--- src/rtl/uart_arb_pkg.sv ---
// Shared types and limits for the round-robin UART transmit arbiter.
package uart_arb_pkg;

  localparam int unsigned MAX_REQ   = 8;
  localparam int unsigned MAX_BYTES = 8;

  typedef enum logic [2:0] {
    IDLE,
    START,
    WAIT_LO,
    WAIT_HI,
    DONE
  } arb_state_t;

endpackage

--- src/rtl/uart_tx_arbiter_rr_pick.sv ---
// Combinational round-robin selector: first asserted req at or above ptr, with wrap.
module rr_pick #(
  parameter int unsigned NUM_REQ = 4,
  parameter int unsigned PTR_W   = 2
) (
  input  logic [NUM_REQ-1:0] req,
  input  logic [PTR_W-1:0]   ptr,
  output logic               valid,
  output logic [NUM_REQ-1:0] win,
  output logic [PTR_W-1:0]   win_idx
);

  int unsigned k;

  always_comb begin
    valid   = 1'b0;
    win     = '0;
    win_idx = '0;
    k       = 0;
    for (int unsigned i = 0; i < NUM_REQ; i++) begin
      k = (32'(ptr) + i) % NUM_REQ;
      if (!valid && req[k]) begin
        valid   = 1'b1;
        win[k]  = 1'b1;
        win_idx = PTR_W'(k);
      end
    end
  end

endmodule

--- src/rtl/uart_tx_arbiter.sv ---
// Round-robin arbiter feeding fixed-length messages to one uart_tx, byte by byte.
// Optional `UART_ARB_CHKSUM_EN appends an 8-bit wrap-around sum byte to each message.
module uart_tx_arbiter
  import uart_arb_pkg::*;
#(
  parameter int unsigned NUM_REQ   = 4,
  parameter int unsigned MSG_BYTES = 2
) (
  input  logic                           clk,
  input  logic                           rst,
  input  logic [NUM_REQ-1:0]             req,
  input  logic [NUM_REQ*MSG_BYTES*8-1:0] msg_data,
  output logic [NUM_REQ-1:0]             gnt,
  output logic [NUM_REQ-1:0]             done,
  output logic                           busy,
  output logic                           tx_start,
  output logic [7:0]                     tx_data,
  input  logic                           tx_rdy
);

  localparam int unsigned PTR_W = $clog2(NUM_REQ);
  localparam int unsigned IDX_W = $clog2(MSG_BYTES + 1);
  localparam int unsigned MSG_W = MSG_BYTES * 8;
`ifdef UART_ARB_CHKSUM_EN
  localparam int unsigned TX_BYTES = MSG_BYTES + 1;
`else
  localparam int unsigned TX_BYTES = MSG_BYTES;
`endif
  localparam logic [IDX_W-1:0] LAST_IDX = IDX_W'(TX_BYTES - 1);

  arb_state_t         state, state_next;
  logic               pick_valid;
  logic [NUM_REQ-1:0] pick_win;
  logic [PTR_W-1:0]   pick_idx;
  logic [PTR_W-1:0]   ptr;
  logic [PTR_W-1:0]   cur_idx;
  logic [MSG_W-1:0]   msg_buf;
  logic [MSG_W-1:0]   sel_msg;
  logic [IDX_W-1:0]   idx;
  logic [IDX_W-1:0]   nidx;
  logic [7:0]         next_byte;
  logic               last_byte;

  rr_pick #(
    .NUM_REQ (NUM_REQ),
    .PTR_W   (PTR_W)
  ) u_pick (
    .req     (req),
    .ptr     (ptr),
    .valid   (pick_valid),
    .win     (pick_win),
    .win_idx (pick_idx)
  );

  always_comb begin
    sel_msg = '0;
    for (int unsigned r = 0; r < NUM_REQ; r++) begin
      if (pick_win[r]) sel_msg = msg_data[r*MSG_W +: MSG_W];
    end
  end

`ifdef UART_ARB_CHKSUM_EN
  logic [7:0] chksum;

  always_comb begin
    chksum = '0;
    for (int unsigned b = 0; b < MSG_BYTES; b++) begin
      chksum = chksum + msg_buf[b*8 +: 8];
    end
  end
`endif

  // The slot one past the payload carries the checksum when that feature is built in.
  always_comb begin
    nidx      = idx + IDX_W'(1);
    next_byte = '0;
    for (int unsigned b = 0; b < MSG_BYTES; b++) begin
      if (nidx == IDX_W'(b)) next_byte = msg_buf[b*8 +: 8];
    end
`ifdef UART_ARB_CHKSUM_EN
    if (nidx == IDX_W'(MSG_BYTES)) next_byte = chksum;
`endif
  end

  assign last_byte = (idx == LAST_IDX);
  assign busy      = (state != IDLE);
  assign tx_start  = (state == START) && tx_rdy;

  always_ff @(posedge clk) begin
    if (rst) state <= IDLE;
    else     state <= state_next;
  end

  always_comb begin
    state_next = state;
    case (state)
      IDLE:    if (pick_valid) state_next = START;
      START:   if (tx_rdy)     state_next = WAIT_LO;
      WAIT_LO: if (!tx_rdy)    state_next = WAIT_HI;
      WAIT_HI: if (tx_rdy)     state_next = last_byte ? DONE : START;
      DONE:    state_next = IDLE;
      default: state_next = IDLE;
    endcase
  end

  always_ff @(posedge clk) begin
    if (rst) begin
      gnt     <= '0;
      done    <= '0;
      tx_data <= '0;
      idx     <= '0;
      ptr     <= '0;
      cur_idx <= '0;
      msg_buf <= '0;
    end else begin
      done <= '0;
      case (state)
        IDLE: begin
          if (pick_valid) begin
            gnt     <= pick_win;
            cur_idx <= pick_idx;
            msg_buf <= sel_msg;
            idx     <= '0;
            tx_data <= sel_msg[7:0];
          end
        end
        WAIT_HI: begin
          if (tx_rdy) begin
            if (last_byte) begin
              done <= gnt;
            end else begin
              idx     <= nidx;
              tx_data <= next_byte;
            end
          end
        end
        DONE: begin
          gnt <= '0;
          ptr <= (cur_idx == PTR_W'(NUM_REQ - 1)) ? '0 : cur_idx + PTR_W'(1);
        end
        default: ;
      endcase
    end
  end

endmodule

--- config.mk ---
export PLATFORM = sky130hd
export DESIGN_NAME = uart_tx_arbiter
export DESIGN_NICKNAME = d
export VERILOG_FILES = /design/src/rtl/uart_arb_pkg.sv /design/src/rtl/uart_tx_arbiter_rr_pick.sv /design/src/rtl/uart_tx_arbiter.sv
export SDC_FILE = /design/constraint.sdc
export NUM_CORES = 1
export LEC_CHECK = 0
export ABC_AREA = 1
export CAP_MARGIN = 20
export CORE_UTILIZATION = 35
export CTS_BUF_LIST = sky130_fd_sc_hd__clkbuf_8
export CTS_CLUSTER_SIZE = 20
export DETAILED_ROUTE_END_ITERATION = 10
export SETUP_SLACK_MARGIN = 0.5
export SLEW_MARGIN = 30
export SYNTH_ARGS = -nofsm -noshare
export SYNTH_HDL_FRONTEND = slang
export SYNTH_SLANG_ARGS = --single-unit
--- constraint.sdc ---
create_clock -name clk -period 3 [get_ports clk]
set_clock_uncertainty 0.15 [all_clocks]
set_input_delay 0.6 -clock clk [delete_from_list [all_inputs] [get_ports clk]]
set_output_delay 0.6 -clock clk [all_outputs]
set_load 0.05 [all_outputs]
== Word level (Yosys, flattened, before mapping) ==
Cells that the tools add are included.

* Shift-type cells: 0
* Equal/unequal tests: 12
* $mul: 0
* Bitwise gates (word level): 6
* Order comparisons: 8
* Divide/modulo/power cells: 0
* Add/subtract/negate cells: 5
* Reductions and logical operators: 21
* Multiplexer cells: 51

{| class="wikitable"
|+ Operators with widths
! cell !! number
|-
| 16-bit 2-to-1 mux || 4
|-
| 8-bit 2-to-1 mux || 5
|-
| 4-bit 2-to-1 mux || 5
|-
| 2-bit 2-to-1 mux || 8
|-
| 8-bit case mux with 2 select lines || 1
|-
| 3-bit 2-to-1 mux || 5
|-
| 2-bit by 3-bit < comparator with 1-bit output (second input constant) || 4
|-
| 1-bit 2-to-1 mux || 12
|-
| 4-bit OR || 3
|-
| 3-bit case mux with 4 select lines || 1
|-
| 2-bit != test (second input constant) || 5
|-
| 1-bit binary-select mux with 2-bit select || 4
|-
| 1-bit demux with 2-bit select || 4
|-
| 2-bit by 1-bit >= comparator with 1-bit output (second input constant) || 4
|-
| 1-bit logical AND || 8
|-
| 4-bit case mux with 2 select lines || 1
|-
| 4-bit AND reduction || 2
|-
| 2-bit by 1-bit adder with 2-bit output (second input constant) || 3
|-
| 3-bit by 2-bit equality test with 1-bit output (second input constant) || 2
|-
| 2-bit adder (second input constant) || 2
|-
| 2-bit by 1-bit equality test with 1-bit output (second input constant) || 2
|-
| 2-bit case mux with 2 select lines || 1
|-
| 2-bit AND reduction || 2
|-
| 2-bit nonzero test || 2
|-
| 9 further kinds || 13
|}

* Flip-flop bits (word level): 41
* Output and inout port bits: 18
* Memories kept: 0
* Bits in latches: 0
* Logic and storage cells: 111
* RAM bits: 0
* Bits in read-only memories: 0

== Longest topological paths before layout ==
Gate-level depths: netlist of run 1.

* Depth in word-level cells: 18
* Gate-level depth with buffers: 18
* Mapped depth without buffers: 16

== Hierarchy ==
From an unflattened synthesis of run 1, not the netlist that was laid out.

* Cells, all modules: 472
* Area total of the unflattened synthesis: 2856.5 um^2

{| class="wikitable"
|+ Modules (own cells, without submodules)
! module !! cells each !! sequential area each (um^2) !! times used !! area an instance (um^2)
|-
| uart_tx_arbiter || 398 || 820.8 || 1 || 2421.1
|-
| rr_pick || 74 || 0.0 || 1 || 435.4
|}

== Worst setup path after synthesis of run 1 ==
Ideal clock, no wire load.

* Path type: reg-to-reg
* Start point: register ptr[0]
* End point: register msg_buf[6]
* Arrival: 2.158 ns
* Period minus slack after synthesis: 2.421 ns
* Setup time: 0.113 ns
* Path buffers: 2
* Required time: 2.737 ns
* Setup slack: 0.579 ns
* Cell stages (with the launch flop): 17
* Path through: dfxtp_1 > buf_6 > inv_6 > ha_1 > inv_1 > nand3_1 > nand2_2 > nor2_4 > a21oi_4 > nand3_4 > buf_4 > a21oi_1 > nand2_1 > nand2_1 > nand2_1 > o21ai_1 > inv_1

* Cells in the longest elaborated chain, start to end: 16

{| class="wikitable"
|+ Ends and longest elaborated chain
! item !! RTL line !! text
|-
| start, declared || uart_tx_arbiter.sv:35 || <nowiki>logic [PTR_W-1:0] ptr;</nowiki>
|-
| start signal, assigned || uart_tx_arbiter.sv:139 || <nowiki>ptr <= (cur_idx == PTR_W'(NUM_REQ - 1)) ? '0 : cur_idx + PTR_W'(1);</nowiki>
|-
| branches (longest 16 deep; another with 2-bit by 3-bit < comparator with 1-bit output) || - ||
|-
| end signal, assigned || uart_tx_arbiter.sv:122 || <nowiki>msg_buf <= sel_msg;</nowiki>
|-
| end, declared || uart_tx_arbiter.sv:37 || <nowiki>logic [MSG_W-1:0] msg_buf;</nowiki>
|}

Parallel ways; which one is timed is not known. The select of a mux whose other input is x is not followed.
A chain may end at the register's enable or synchronous reset.

== Worst setup path after layout of run 1 ==
* Start point: register state[0]
* End point: output busy

* Cells in the longest elaborated chain, start to end: 1

{| class="wikitable"
|+ Ends and longest elaborated chain
! item !! RTL line !! text
|-
| start, declared || uart_tx_arbiter.sv:31 || <nowiki>arb_state_t state, state_next;</nowiki>
|-
| start signal, assigned || uart_tx_arbiter.sv:91 || <nowiki>else state <= state_next;</nowiki>
|-
| 3-bit nonzero test || uart_tx_arbiter.sv:86 || <nowiki>assign busy = (state != IDLE);</nowiki>
|-
| end, declared || uart_tx_arbiter.sv:15 || <nowiki>output logic busy,</nowiki>
|}

Every way passes these cells.

==> results.cfg, run 1 <==
[sta]
layout_setup_ws_ns = 0.5745
slew_headroom = 0.5604
worst_slew_pin_slew_ns = 0.6587
hold_violations = 0
grt_setup_unrepaired = yes
fmax_mhz = 412.3
slew_viol_final = 0
totalNegativeSetupSlack_ns = 0
report.final.setup_viol = 0
finalCritPeriodShare = 0.8085
period_minus_slack_ns = 2.425

[placement]
place_worst_setup_slack_ns = 0.09286
dp_hpwl_mm = 6.674
gp_congestion = 0.8786
port_buffers = 88

[worst_setup_path]
cp_top_family = buffers and inverters
crit_type = flip-flop to primary output
critPathLaunchType = flip-flop
slowest_stage = dlygate4sd2_1
crit_arrival_ns = 1.68
reg2reg_from = ptr[0]
required_ns = 2.25
timing.rr.end = msg_buf[5]
path_buf_inv = 2
r2r_cells = 15
endpoint_kind = primary output
ff2ff_setup_slack_ns = 0.60
max_stage_delay_ns = 0.45
worstPathCellList = nor3_1 -> inv_1 -> dlygate4sd2_1
worstPathMaxFanout = 7

[detailed_routing]
wirelength_mm = 8.769
dr.first_iter.drc_count = 166
ant_nets = 0
wire_per_inst_um = 13.83
first_pass_iters = 4
drc = 0
vias = 3084
vias_per_cell = 4.864

[cts]
clock_sinks = 41
ctsRootBufferMaster = clkbuf_8
hold_buffers = 0
cts_tree = built
cts.clk_slew.worst_paths_ns = 0.08
cts_buffer_depth = 2
clk_latency_ns = 0.29
cts-buffers-inserted = 5
htree_num_levels = 2

[grt]
grt_pass1_vias = 2914
overflow = 0
grt_max_degree = 32
grt_util_all_layers = 0.2054
grt_first_pass_wirelength_mm = 14.08
antenna_found_initial = 0

[logic_synthesis]
synth.distinct_cells = 39
synth_area_leader_cell = dfxtp_1
synth_seq_cells = 41
avgSynthCellArea_um2 = 6.764
synth_nets = 508
synthTopCellsByCount = nand2_1, a21oi_1, inv_1
synthTopCellsByArea = dfxtp_1, nand2_1, a21oi_1
synth_cells = 426
synth_ff_type = dfxtp_1
yosysSeqAreaShare = 0.2848
synthArstFlopShare = 0
synth_top_area_frac = 0.2848
synth_area_um2 = 2882
synth_edf_count = 0
yosysMostFrequentCell = nand2_1
yosys_warnings = 0

[min_path]
hp-class = flip-flop to flip-flop
min_to = done[2]
worstHoldPathCells = 2
hold_start = gnt[2]

[finish]
nNetsFinal = 613
area_growth_syn_to_layout_pct = 48.98
antenna_cells = 0
drive_gt1_frac = 0.2143

[floorplan]
io_pins = 89
fp.coreArea_um2 = 7848
die_h_um = 92.74
die_x_um = 92.74
fp-row-count = 32
start_util = 0.3672
fp.dieArea_um2 = 8600

[power_and_ir_drop]
p_per_area_nw_per_um2 = 471.0
leakagePower_nw = 1.856
peakVddDrop_v = 0.0001923

[flow_run]
drv_cap = 0

[status]
status = finished, final reports clean
-- through the flow --
step	total power, mW	cells	util	hold slack [ns]	area (um2)
after floorplan	1.256	426	-	0.3322	2882
after global placement	1.571	611	0.4967	0.3058	3897
after detailed placement	1.580	611	0.4967	0.3039	3897
after CTS	1.985	625	0.5206	0.3297	4085
after global routing	2.152	634	0.5470	0.3532	4293
final	2.022	634	0.5470	0.3272	4293
-- tightest hold or removal path, cell delays in order (launching register included) --
cell	delay, ns
dfxtp_1	0.33
inv_1	0.05
nor2_1	0.04
-- state kept, by name, summed over array words and instances (netlist names) --
signal	cells
msg_buf	16
ptr	2
gnt	4
tx_data	8
state	3
idx	2
cur_idx	2
done	4
-- kinds of logic after synthesis --
logic type / Yosys count / synth area share
adders and majority gates: 11 / 0.04776
and+or+nand+nor: 173 / 0.3013
xor gates and xnor gates: 1 / 0.003040
DFF: 41 / 0.2848
AOI/OAI and AO/OA: 123 / 0.2410
buffers and inverters: 77 / 0.1220
-- power breakdown --
group | total (mW) | switching [mW] | internal, mW
sequential | 0.686 | 0.0505 | 0.636
combinational | 0.937 | 0.571 | 0.367
clock | 0.398 | 0.190 | 0.208
-- worst max-delay path by stage --
| stage | start | end | slack (ns) | cells past startpoint |
|---|---|---|---|---|
| 4_1_cts | req[2] | tx_data[2] | 0.50 | 16 |
| 3_5_place_dp | req[3] | msg_buf[7] | 0.09 | 15 |
| 5_1_grt | ptr[0] | msg_buf[7] | 0.46 | 15 |
| 2_1_floorplan | ptr[0] | msg_buf[6] | 0.58 | 16 |
| 6_report | state[0] | busy | 0.57 | 3 |
| 3_3_place_gp | req[3] | msg_buf[7] | 0.12 | 15 |
-- placed cells by master, fill, tap and decap left out, types with 6 or more instances in the layout --
master and instances:
nand2_2 27, nand2_1 59, nand3_1 39, clkdlybuf4s50_1 82, a21oi_2 14, a21oi_1 47, buf_4 23, clkbuf_8 7
o21ai_0 29, ha_1 10, o21ai_1 12, inv_1 46, dfxtp_1 39, inv_2 6, nor2_1 26, o21a_1 8
-- area by class of cell --
class | instances | area (um2)
fill | 775 | 3555
multi-input combinational | 308 | 1836
sequential | 41 | 825.8
tap | 102 | 127.6
timing repair buffer | 118 | 1174
inverter | 57 | 229.0
clock buffer | 7 | 96.34
clock inverter | 1 | 5.005
-- per-layer routing --
layer	up-vias	wire length, um	part of all wire	GRT usage
li1	1612	-	-	-
met4	0	104	0.012	0.04744
met1	1382	4024	0.46	0.2761
met3	8	364	0.042	0.02463
met5	-	0	0	0
met2	82	4276	0.49	0.3494
-- timing repair --
action,CTS,global route
pin swaps,5,20
buffers inserted,6,9
setup endpoints to repair,25,28
gates resized for setup,12,44
Power figures use the tool's default switching activity.
==> run 2: changes to the inputs <==
--- a/config.mk
+++ b/config.mk
@@ -11,6 +11,7 @@
 export CTS_BUF_LIST = sky130_fd_sc_hd__clkbuf_8
 export CTS_CLUSTER_SIZE = 20
 export DETAILED_ROUTE_END_ITERATION = 10
+export PLACE_DENSITY = 0.65
 export SETUP_SLACK_MARGIN = 0.5
 export SLEW_MARGIN = 30
 export SYNTH_ARGS = -nofsm -noshare
==> constraint.sdc (replaced) <==
create_clock -name clk -period 1.97 [get_ports clk]
set_clock_uncertainty 0.15 [all_clocks]
set_input_delay 0.394 -clock clk [delete_from_list [all_inputs] [get_ports clk]]
set_output_delay 0.394 -clock clk [all_outputs]
set_load 0.05 [all_outputs]
==> results.cfg, run 2 (synthesis gave the netlist of run 1 again) <==
[cts]
clk_latency_ns = 0.30
cts-buffers-inserted = 5
htree_num_levels = 2
cts_buffer_depth = 2
ctsRootBufferMaster = clkbuf_8
cts.clk_slew.worst_paths_ns = 0.08
cts_tree = built
clock_sinks = 41

[finish]
multi_input_area_um2 = 2093
layout_commonest_cell = clkdlybuf4s50_1
largest_reg_flops = 16
postLayoutCellArea_um2 = 4950
area_growth_syn_to_layout_pct = 71.78
top_regs = msg_buf (16), tx_data (8)
regMostFlops = msg_buf
drive_gt1_frac = 0.3794
layout_common_cells = clkdlybuf4s50_1, buf_4, nand2_1
fill_cells = 717
nNetsFinal = 653
antenna_cells = 0
seqCellArea_um2 = 837.1
layoutNonFillerInstCount = 674
fin_util = 0.6307

[sta]
worst_hold_slack_ns = 0.2962
hold_violations = 0
layout_setup_ws_ns = -0.3438
slew_viol_final = 0
fmax_mhz = 432.2
grt_setup_unrepaired = yes
period_minus_slack_ns = 2.314
report.final.setup_viol = 34
worst_slew_pin_slew_ns = 0.3821
slew_headroom = 0.7450
totalNegativeSetupSlack_ns = -7.692
finalCritPeriodShare = 1.175

[power_and_ir_drop]
power_mw = 3.405
peakVddDrop_v = 0.0003526
internal_power_mw = 2.015
p_per_area_nw_per_um2 = 687.9
combinationalPowerShare = 0.517
p_sw_mw = 1.390
pwr-share-seq = 0.313
p_sw_frac = 0.4082
leakagePower_nw = 2.146
clock_power_share = 0.171

[floorplan]
fp-row-count = 32
die_h_um = 92.74
fp.coreArea_um2 = 7848
io_pins = 89
start_util = 0.3672
die_x_um = 92.74
fp.dieArea_um2 = 8600

[worst_setup_path]
crit_type = flip-flop to flip-flop
ff2ff_setup_slack_ns = -0.34
endpoint = msg_buf[0]
r2r_cells = 15
worstPathMaxFanout = 5
slowest_stage = dfxtp_4
max_stage_delay_ns = 0.38
endpoint_kind = flip-flop
crit_arrival_ns = 2.36
cp-startpoint = ptr[0]
reg2reg_from = ptr[0]
worstPathCellList = inv_8 -> ha_4 -> inv_4 -> nand3_4 -> nand2_4 -> nor2_4 -> a21oi_4 -> nand3_4 -> buf_6 -> a21oi_1 -> nand2_1 -> nand2_1 -> nand2_2 -> o21ai_1 -> inv_1
timing.rr.end = msg_buf[0]
required_ns = 2.02
critPathLaunchType = flip-flop

[grt]
grt_first_pass_wirelength_mm = 14.68
overflow = 0
grt_max_degree = 25
grt_pass1_vias = 3075
grt_util_all_layers = 0.2167
antenna_found_initial = 0

[min_path]
hp-class = flip-flop to flip-flop

[placement]
port_buffers = 88
gp_congestion = 0.8736
dp_hpwl_mm = 7.037
post_dp_cell_area_um2 = 4208
placedCellCount = 639
place_worst_setup_slack_ns = -0.7225

[detailed_routing]
ant_nets = 0
drc = 0
wirelength_mm = 9.567
first_pass_iters = 5
dr.first_iter.drc_count = 138
vias_per_cell = 4.969
vias = 3349
wire_per_inst_um = 14.19

[flow_run]
drv_cap = 0

[status]
status = complete, but fails checks
violations = setup timing
[run 2: routing by layer]
metal | wire [um] | vias up | track usage | share of wire
met4 | 112 | 0 | 0.06154 | 0.012
li1 | - | 1708 | - | -
met1 | 4519 | 1524 | 0.2997 | 0.47
met2 | 4483 | 109 | 0.3519 | 0.47
met3 | 451 | 8 | 0.02709 | 0.047
met5 | 0 | - | 0 | 0
[run 2: layout make-up]
class                   instances  share of cell area
clock buffers                   6             0.01668
clock inverters                 2            0.002781
inverters                      57             0.05157
multi-input cells             309              0.4229
flip-flops and latches         41              0.1691
well taps                     102             0.02578
repair buffers                156              0.3104
repair inverters                1           0.0007583
[run 2: power groups by stage]
stage	logic, mW	clock network (mW)	registers (mW)
floorplan	0.755	0	1.23
global placement	1.43	0	1.07
detailed placement	1.45	0	1.07
CTS	1.59	0.588	1.05
global route	1.90	0.635	1.08
finish	1.76	0.582	1.06
[run 2: worst min-delay path by stage]
stage,start,endpoint,slack [ns],depth (start not counted)
final,gnt[1],done[1],0.30,2
after global routing,gnt[3],done[3],0.34,2
after CTS,gnt[1],done[1],0.30,2
after detailed placement,gnt[1],done[1],0.29,2
after global placement,gnt[0],done[0],0.29,2
after floorplan,idx[1],idx[1],0.35,2
[run 2: what timing repair did]
item / 4_1_cts / 5_1_grt
hold endpoints to repair: 0 / 0
hold buffers: 0 / 0
setup endpoints to repair: 41 / 42
pin swaps: 10 / 35
gates cloned: 2 / 3
resized for setup: 59 / 69
buffers inserted: 9 / 13
[run 2: critical path, delay by kind of cell (launching register included)]
family / cells / cell delay [ns]
AOI/OAI and AO/OA: 3 / 0.44
adders and majority gates: 1 / 0.25
buffers and inverters: 4 / 0.33
DFF: 1 / 0.38
and+or+nand+nor: 7 / 0.64
